### config.mk
export PLATFORM = sky130hd
export DESIGN_NAME = tx_mac
export DESIGN_NICKNAME = d
export VERILOG_FILES = /design/src/rtl/tx_mac.sv
export SDC_FILE = /design/constraint.sdc
export NUM_CORES = 1
export LEC_CHECK = 0
export CAP_MARGIN = 20
export CORE_MARGIN = 3
export CORE_UTILIZATION = 30
export DETAILED_ROUTE_END_ITERATION = 6
export PLACE_DENSITY = 0.58
export SLEW_MARGIN = 20
export SYNTH_ARGS = -nofsm -noshare
export SYNTH_HDL_FRONTEND = slang
export SYNTH_SLANG_ARGS = --single-unit
### constraint.sdc
create_clock -name clk -period 6.8 [get_ports clk]
set_clock_uncertainty 0.2 [all_clocks]
set_input_delay 1.36 -clock clk [delete_from_list [all_inputs] [get_ports clk]]
set_output_delay 1.36 -clock clk [all_outputs]
set_load 0.05 [all_outputs]
### src/rtl/tx_mac.sv
// tx_mac: byte-wide Ethernet transmit MAC emitting preamble, SFD, padded payload, CRC-32 FCS and inter-frame gap
module tx_mac #(
    parameter int         PREAMBLE_LEN = 7,
    parameter logic [7:0] SFD          = 8'hD5,
    parameter int         MIN_FRAME    = 60,
    parameter int         IFG_LEN      = 12
) (
    input  logic       clk,
    input  logic       rst,
    input  logic [7:0] s_tdata,
    input  logic       s_tvalid,
    input  logic       s_tlast,
    output logic       s_tready,
    output logic [7:0] tx_dataout,
    output logic       tx_valid,
    output logic       tx_tlast,
    output logic       tx_err,
    output logic       busy
);
    typedef enum logic [2:0] {ST_IDLE, ST_PRE, ST_SFD, ST_DATA, ST_PAD, ST_FCS, ST_IFG} state_t;
    localparam logic [15:0] PRE_LAST = 16'(PREAMBLE_LEN - 1);
    localparam logic [15:0] IFG_LAST = 16'(IFG_LEN - 1);
    localparam logic [10:0] MIN_CNT  = 11'(MIN_FRAME);
    state_t      r_state, w_next;
    logic [15:0] r_tmr;
    logic [10:0] r_cnt, w_cnt_inc;
    logic [31:0] r_crc, w_fcs;
    logic [7:0]  w_byte;
    logic        w_valid, w_last, w_err, w_fold;
    function automatic logic [31:0] crc_byte(input logic [31:0] c, input logic [7:0] d);
        logic [31:0] v;
        v = c ^ {24'd0, d};
        for (int i = 0; i < 8; i++) v = v[0] ? (v >> 1) ^ 32'hEDB88320 : v >> 1;
        return v;
    endfunction
    assign w_cnt_inc = (r_cnt == 11'h7FF) ? r_cnt : r_cnt + 11'd1;
    assign w_fcs     = ~r_crc;
    assign s_tready  = (r_state == ST_DATA);
    assign busy      = (r_state != ST_IDLE);
    always_ff @(posedge clk) begin
        if (rst) r_state <= ST_IDLE;
        else     r_state <= w_next;
    end
    // outputs are computed from the current state and registered, so every wire byte lags its decision by one edge
    always_comb begin
        w_next  = r_state;
        w_byte  = 8'h00;
        w_valid = 1'b0;
        w_last  = 1'b0;
        w_err   = 1'b0;
        w_fold  = 1'b0;
        case (r_state)
            ST_IDLE: if (s_tvalid) w_next = ST_PRE;
            ST_PRE: begin
                w_byte  = 8'h55;
                w_valid = 1'b1;
                if (r_tmr == PRE_LAST) w_next = ST_SFD;
            end
            ST_SFD: begin
                w_byte  = SFD;
                w_valid = 1'b1;
                w_next  = ST_DATA;
            end
            ST_DATA: begin
                w_valid = 1'b1;
                if (!s_tvalid) begin
                    w_last = 1'b1;
                    w_err  = 1'b1;
                    w_next = ST_IFG;
                end else begin
                    w_byte = s_tdata;
                    w_fold = 1'b1;
                    if (s_tlast) w_next = (w_cnt_inc < MIN_CNT) ? ST_PAD : ST_FCS;
                end
            end
            ST_PAD: begin
                w_valid = 1'b1;
                w_fold  = 1'b1;
                if (w_cnt_inc >= MIN_CNT) w_next = ST_FCS;
            end
            ST_FCS: begin
                w_valid = 1'b1;
                w_byte  = 8'(w_fcs >> {r_tmr[1:0], 3'b000});
                if (r_tmr[1:0] == 2'd3) begin
                    w_last = 1'b1;
                    w_next = ST_IFG;
                end
            end
            ST_IFG: if (r_tmr == IFG_LAST) w_next = s_tvalid ? ST_PRE : ST_IDLE;
            default: w_next = ST_IDLE;
        endcase
    end
    always_ff @(posedge clk) begin
        if (rst) begin
            r_tmr      <= '0;
            r_cnt      <= '0;
            r_crc      <= '1;
            tx_dataout <= 8'h00;
            tx_valid   <= 1'b0;
            tx_tlast   <= 1'b0;
            tx_err     <= 1'b0;
        end else begin
            r_tmr      <= (w_next != r_state) ? '0 : r_tmr + 16'd1;
            r_cnt      <= (r_state == ST_SFD) ? '0 : w_fold ? w_cnt_inc : r_cnt;
            r_crc      <= (r_state == ST_SFD) ? '1 : w_fold ? crc_byte(r_crc, w_byte) : r_crc;
            tx_dataout <= w_byte;
            tx_valid   <= w_valid;
            tx_tlast   <= w_last;
            tx_err     <= w_err;
        end
    end
endmodule

[Word level (Yosys, flattened, before mapping)]
Index checks and enable logic that the tools add are counted.
Storage, ports and cells
  bits in registers: 73
Cells by class
  magnitude comparators: 2
  equal/unequal tests: 11
  $add $sub $neg: 2
  shift operators: 1
  bitwise logic cells: 11
  reduce and logical (&&, ||, !) cells: 6
  muxes and demuxes: 27
Operators with widths (count)
  $mux 32: 8
  $not 13->14: 8
  $not 32->32: 1
  $pmux 8 s4: 1
  $shr 32x5->8: 1
  $xor 32x8->32: 1
  $mux 3: 7
  $pmux 3 s7: 1
  $add 16x1->16 const B: 1
  $eq 16x3->1 const B: 1
  $eq 16x4->1 const B: 1
  $add 11x1->11 const B: 1
  $eq 11x11->1 const B: 1
  $ge 11x6->1 const B: 1
  $lt 11x6->1 const B: 1
  $mux 11: 1
  $eq 3x3->1 const B: 3
  $mux 8: 1
  $eq 3x2->1 const B: 2
  $mux 1: 6
  $reduce_or 2->1: 3
  $reduce_or 5->1: 1
  $pmux 1 s2: 2
  $eq 3x1->1 const B: 1
  5 further kinds: 5

[Logic depth before layout (Yosys ltp)]
Gate-level depths: netlist (run 1).
  depth after elaboration: 20
  gate-level depth with buffers: 11
  depth with buffers taken out: 9

[Worst setup path after synthesis (run 1)]
No wires, ideal clock.
  path type: in2reg
  start: input port s_tvalid
  end: register r_crc[19]
  data arrival time: 3312 ps
  path slack: 3161 ps
  cell stages on the path: 7
  buffers on the path: 0
  cell sequence: and4b_1 > a222oi_1 > xnor2_1 > xnor2_2 > xnor3_1 > xnor2_1 > o21ai_1
On the way
  word-level cells in the longest chain between the ends: 16
  elaborated cells between the ends (all ways): 20
Ends and longest elaborated chain
  start, declared: line 11  | input logic s_tvalid,
  $mux 8: line 66  | if (!s_tvalid) begin
  $pmux 8 s4: line 52  | case (r_state)
  $xor 32x8->32: line 32  | v = c ^ {24'd0, d};
  $mux 32 (2 in series): line 33  | for (int i = 0; i < 8; i++) v = v[0] ? (v >> 1) ^ 32'hEDB88320 : v >> 1;
  $not 13->14 (no source line)
  $mux 32: line 33
  $not 13->14 (no source line)
  $mux 32 (2 in series): line 33
  $not 13->14 (no source line)
  $mux 32: line 33
  $not 13->14 (no source line)
  $mux 32: line 33
  $not 13->14 (no source line)
  $mux 32: line 33
  end signal, assigned: line 105  | r_crc <= (r_state == ST_SFD) ? '1 : w_fold ? crc_byte(r_crc, w_byte) : r_crc;
  end, declared: line 27  | logic [31:0] r_crc, w_fcs;
Several ways; a longest one is shown, not always the timed one.
A chain may end at the register's enable or synchronous reset.

[Worst setup path after layout (run 1)]
  start: input port s_tvalid
  end: register r_crc[23]
On the way
  word-level cells in the longest chain between the ends: 16
  elaborated cells between the ends (all ways): 19
Ends and longest elaborated chain (line)
  $mux 8: 66
  $pmux 8 s4: 52
  $xor 32x8->32: 32
  $mux 32: 33
  $not 13->14 (no source line)
  $mux 32 (2 in series): 33
  $not 13->14 (no source line)
  $mux 32: 33
  $not 13->14 (no source line)
  $mux 32 (2 in series): 33
  $not 13->14 (no source line)
  $mux 32: 33
  $not 13->14 (no source line)
  $mux 32: 33
Several ways; a longest one is shown, not always the timed one.

==> key figures, run 1 <==
Status
  – Status: finished clean

Synth
  – Synthesized area per cell: 8.71 um2
  – Post-synthesis sequential area ratio: 32.8%
  – Distinct cells, synth: 55
  – Post-synth EDFFs: 0
  – Synth Cell Area: 4460 um2
  – Top cell type's share of synthesized area: 32.8%
  – Post-synth net total: 527
  – Yosys warning count: 0
  – Yosys reg bits: 73
  – Most frequent cell after synthesis: dfxtp_1
  – Synth area leaders: dfxtp_1, xnor3_1, xnor2_1
  – Post-synth ARST share: 0%
  – Most used DFF post-synth: dfxtp_1
  – Synth cell count leaders: dfxtp_1, nor2_1, nand2_1
  – Yosys top cell by area: dfxtp_1
  – Synth Instances: 512

Drt
  – # DRC: 0
  – WL per Instance: 15.6 um
  – ANT nets after route: 0
  – Vias post-DR: 3,683
  – DRT Pass-1 Iters: 5
  – Vias per inst: 5.22
  – Detailed Route WL: 11.0 mm
  – First DRT Iteration DRCs: 329

Timing
  – Setup Total Neg Slack: 0 ns
  – Worst-Margin Slew: 1.09 ns
  – Fmax: 229 MHz
  – Period utilization: 64.3%
  – Pins over their slew limit: 0
  – Crit path time final: 4.37 ns
  – Relative slew slack: 27.1%
  – Final setup viols: 0
  – Final hold violations: 0
  – RSZ-0062 raised after global routing: false

Clock tree
  – Inserted Clock Buffers: 9
  – Root Driver: clkbuf_16
  – Hold-fix buffers, CTS: 0
  – Resized cells post-CTS: 0
  – Clock transition at path regs: 0.06 ns
  – H-tree Lvls: 3
  – Clock tree from TritonCTS: yes
  – Clk_lat worst skew: 0.35 ns
  – Clock buffer depth: 2
  – Setup Fix Bufs, Post-CTS: 0
  – CTS Sinks: 73

Place
  – Cells after DPL: 689
  – GPL Wtd Cong: 0.810
  – Detailed-placement wirelength estimate: 7.90 mm
  – Port bufs: 24
  – Post-DP Area: 4820 um2

Finish
  – Fin area: 5100 um2
  – Final instance count without filler cells: 705
  – Fill count: 1,440
  – Share of cells above drive strength 1: 6.10%
  – Post-layout nets: 535
  – ANT cells: 0
  – P&R area growth vs syn: 14.5%

GRT
  – Pin count of the biggest net entering global routing: 50
  – Vias in the first global route: 3,525
  – Initial antenna violation count: 0
  – Tot GR Track Use: 14.2%
  – Grt ovf: 0
  – First-pass GRT wire length: 18.5 mm

Worst setup path
  – Worst-path fanout max: 12
  – Crit path DAT: 4.38 ns
  – Startpoint types: input port
  – CP required: 6.81 ns
  – Setup CP Type: input port to flip-flop
  – Crit path capture type: flip-flop

Die
  – Die Width: 128 um
  – Initial core utilization: 31.4%
  – IO Pins: 25
  – Die H: 128 um
  – Die area: 16,400 um2
  – Row cnt: 43
  – Core Area: 14,200 um2

Power and ir drop
  – Leak Pwr: 1.99 nW
  – Max IR drop VDD: 0.125 mV
  – Pwr per Cell Area: 203 nW/um2

Hold path
  – Worst min path class: flip-flop to flip-flop

Flow run
  – Max cap viols: 0
[cell usage in the layout (no fill, tap or decap), types with 4 or more instances in the layout]
cell	Yosys	routed
a211o_1	6	6
a211oi_1	11	11
a21oi_1	31	30
and2_1	9	9
and3_1	6	6
buf_4	1	4
clkbuf_16	0	9
clkdlybuf4s50_1	0	24
dfxtp_1	73	73
inv_1	8	8
mux2i_1	15	15
nand2_1	45	45
nand2b_1	5	5
nand3_1	19	19
nand4_1	7	7
nor2_1	59	59
nor2b_1	4	4
nor3_1	9	9
o211ai_1	8	8
o21ai_0	31	31
o22a_1	5	5
or3_1	4	4
xnor2_1	34	34
xnor2_2	5	5
xnor3_1	16	16
xor2_1	20	20
[cell families after synthesis]
kind of cell               Yosys count  synth area share, %
AOI/OAI and AO/OA                  116                 16.8
xor gates and xnor gates            77                 21.4
adders and majority gates            3                0.842
buffers and inverters               39                 4.01
DFF                                 73                 32.8
muxes                               15                 3.37
and+or+nand+nor                    189                 20.8
[routing by layer]
layer	vias up	share of wire [%]	routed length (um)	global-route usage, %
met5	-	0	0	0
met2	83	46	5050	21.7
met4	0	1.9	214	5.18
met1	1750	47	5180	19.5
li1	1834	-	-	-
met3	16	5.1	562	3.29
[sequential cells by signal, indices dropped and copies added, names as in the netlist]
signal      count
tx_valid        1
tx_tlast        1
r_cnt          11
tx_err          1
r_tmr          16
r_state         3
tx_dataout      8
r_crc          32
[power by group]
| part | switching, mW | total [mW] | internal [mW] |
|---|---|---|---|
| combinational | 0.0712 | 0.133 | 0.0620 |
| clock | 0.184 | 0.467 | 0.283 |
| sequential | 0.00537 | 0.437 | 0.431 |
[final cells by class]
cell class / instances / area [um2] / share of cell area [%]
well taps: 180 / 225 / 4.41
inverters: 8 / 30.0 / 0.588
clock inverters: 5 / 56.3 / 1.10
flip-flops and latches: 73 / 1460 / 28.6
multi-input cells: 400 / 2830 / 55.4
repair buffers: 28 / 270 / 5.29
clock buffers: 11 / 233 / 4.56
[critical path, cell delays in order]
cell             delay, ns
clkdlybuf4s50_1       0.68
and4b_1               0.45
a222oi_1              0.21
xnor2_1               0.72
xnor3_1               0.46
xnor3_1               0.27
xor2_1                0.14
o21ai_0               0.08
[per-stage QoR]
stage	hold slack [ns]	utilization [%]	total power [mW]	worst slack [ns]
2_1_floorplan	0.254	-	0.549	3.16
3_3_place_gp	0.273	33.9	0.577	2.16
3_5_place_dp	0.283	33.9	0.579	2.08
4_1_cts	0.292	35.9	1.05	2.42
5_1_grt	0.323	35.9	1.08	2.15
6_report	0.292	35.9	1.04	2.43
[path summary, 6_finish.rpt]
kind	to	cells past startpoint	start	slack [ns]
worst min-delay path	r_tmr[15]	2	r_tmr[15]	0.29
worst min register to register	r_tmr[15]	2	r_tmr[15]	0.29
worst max-delay path	r_crc[23]	8	s_tvalid	2.43
worst max register to register	r_crc[4]	7	r_state[1]	3.32
(Power assumes the default switching activity.)
==> run 2, diff against run 1 <==
==> constraint.sdc (replaced) <==
create_clock -name clk -period 4.2 [get_ports clk]
set_clock_uncertainty 0.2 [all_clocks]
set_input_delay 0.84 -clock clk [delete_from_list [all_inputs] [get_ports clk]]
set_output_delay 0.84 -clock clk [all_outputs]
set_load 0.05 [all_outputs]
==> key figures, run 2 (same netlist as run 1, synthesis figures left out) <==
Finish
  – P&R area growth vs syn: 16.7%
  – Share of cells above drive strength 1: 8.57%
  – ANT cells: 0
  – Commonest cells after routing, fill and taps aside: dfxtp_1, nor2_1, nand2_1, xnor2_1, o21ai_0
  – Utilization after layout: 36.6%
  – Largest registers: r_crc x32, r_tmr x16, r_cnt x11
  – Commonest non-fill, non-tap cell in the layout: dfxtp_1
  – Most flops, register: r_crc
  – Largest register FFs: 32
  – Post-layout nets: 547

GRT
  – Tot GR Track Use: 14.5%
  – Pin count of the biggest net entering global routing: 50
  – Grt ovf: 0
  – Vias in the first global route: 3,572
  – Initial antenna violation count: 0
  – First-pass GRT wire length: 18.7 mm

Place
  – GPL Wtd Cong: 0.881
  – Port bufs: 24
  – Detailed-placement wirelength estimate: 8.19 mm

Timing
  – RSZ-0062 raised after global routing: false
  – Final hold violations: 0
  – Fmax: 283 MHz
  – Relative slew slack: 36.5%
  – Crit path time final: 3.54 ns
  – Final setup viols: 0
  – Pins over their slew limit: 0
  – Setup Total Neg Slack: 0 ns
  – Worst-Margin Slew: 0.946 ns
  – Period utilization: 84.2%

Die
  – Row cnt: 43
  – Die area: 16,400 um2
  – Die Width: 128 um
  – Initial core utilization: 31.4%
  – Core Area: 14,200 um2
  – IO Pins: 25
  – Die H: 128 um

Hold path
  – Worst min path class: flip-flop to flip-flop
  – Hold Path End: r_cnt[10]
  – Hold_sp: r_cnt[10]
  – WHS Path Cells: 2

Worst setup path
  – Reg2Reg Setup Slack: 0.72 ns
  – Worst-path fanout max: 11
  – CP peak stage delay: 0.53 ns
  – Slowest-stage cell, CP: a211oi_1
  – Crit path capture type: flip-flop
  – Startpoint types: input port
  – Setup CP Type: input port to flip-flop
  – Reg-to-reg startpoint: r_tmr[1]
  – Critical Path Start: s_tvalid
  – Crit path buf inv count: 2
  – CP top delay family: compound AO/OA/AOI/OAI gates
  – Sequence of cells on the critical path: clkdlybuf4s50_1, buf_4, and2_1, o21ai_0, or3_1, a211oi_1, nor2_1, xnor3_1, o22a_1
  – Worst flop-to-flop path endpoint: r_crc[4]
  – Worst reg2reg path depth: 8
  – Crit path DAT: 3.58 ns
  – CP required: 4.24 ns

Clock tree
  – Clk_lat worst skew: 0.35 ns
  – Clock transition at path regs: 0.06 ns
  – Resized cells post-CTS: 0
  – Hold-fix buffers, CTS: 0
  – Setup Fix Bufs, Post-CTS: 0
  – CTS Sinks: 73
  – Inserted Clock Buffers: 9
  – Root Driver: clkbuf_16
  – Clock buffer depth: 2
  – H-tree Lvls: 3
  – Clock tree from TritonCTS: yes

Status
  – Status: finished clean

Power and ir drop
  – Max IR drop VDD: 0.208 mV
  – Leak Pwr: 2.06 nW
  – Pwr per Cell Area: 328 nW/um2

Drt
  – Vias per inst: 5.15
  – DRT Pass-1 Iters: 5
  – Vias post-DR: 3,694
  – First DRT Iteration DRCs: 301
  – WL per Instance: 15.6 um
  – # DRC: 0
  – ANT nets after route: 0
  – Detailed Route WL: 11.2 mm

Flow run
  – Max cap viols: 0
-- run 2: cell types whose count changed in the layout (fill, tap and decap cells not counted) --
cell and change:
clkbuf_1 -2, buf_4 +12, clkbuf_8 +1, clkinv_2 +2, clkinv_4 -1
-- run 2: routing by layer --
| layer | track usage [%] | wire length (um) |
|---|---|---|
| met2 | 22.5 | 5030 |
| met5 | 0 | 0 |
| met1 | 19.3 | 5390 |
| met4 | 7.55 | 290 |
| met3 | 2.50 | 452 |
-- run 2: stage by stage --
stage                     hold WS (ns)  std cells  power (mW)  setup slack (ns)  instance area (um2)
after floorplan                  0.254        512       0.889              1.08                 4460
after global placement           0.268        701       0.938             0.364                 4910
after detailed placement         0.282        701       0.941             0.319                 4910
after CTS                        0.291        717        1.72             0.686                 5200
after global routing             0.321        717        1.77             0.321                 5200
final                            0.291        717        1.71             0.664                 5200
-- run 2: tightest hold or removal path: cells and delay by family (launching register included) --
| family | cells | cell delay (ns) |
|---|---|---|
| DFF | 1 | 0.33 |
| AOI/OAI and AO/OA | 1 | 0.05 |
| buffers and inverters | 1 | 0.07 |
-- run 2: final cells by class --
type                    count  area [um2]
clock buffers              10         239
fillers                  1455        9000
clock inverters             6        57.6
repair buffers             40         360
multi-input cells         400        2830
inverters                   8        30.0
well taps                 180         225
flip-flops and latches     73        1460
-- run 2: power breakdown --
| group | total (mW) | switching, mW | internal, mW |
|---|---|---|---|
| sequential | 0.710 | 0.0112 | 0.698 |
| clock | 0.779 | 0.308 | 0.471 |
| combinational | 0.217 | 0.112 | 0.105 |
| total | 1.71 | 0.431 | 1.27 |
-- run 2: worst max-delay path by stage --
stage / end / depth (start not counted)
after floorplan: r_crc[19] / 7
after global placement: r_crc[4] / 9
after detailed placement: r_crc[4] / 9
after CTS: r_crc[4] / 9
after global routing: r_crc[18] / 9
final: r_crc[4] / 9
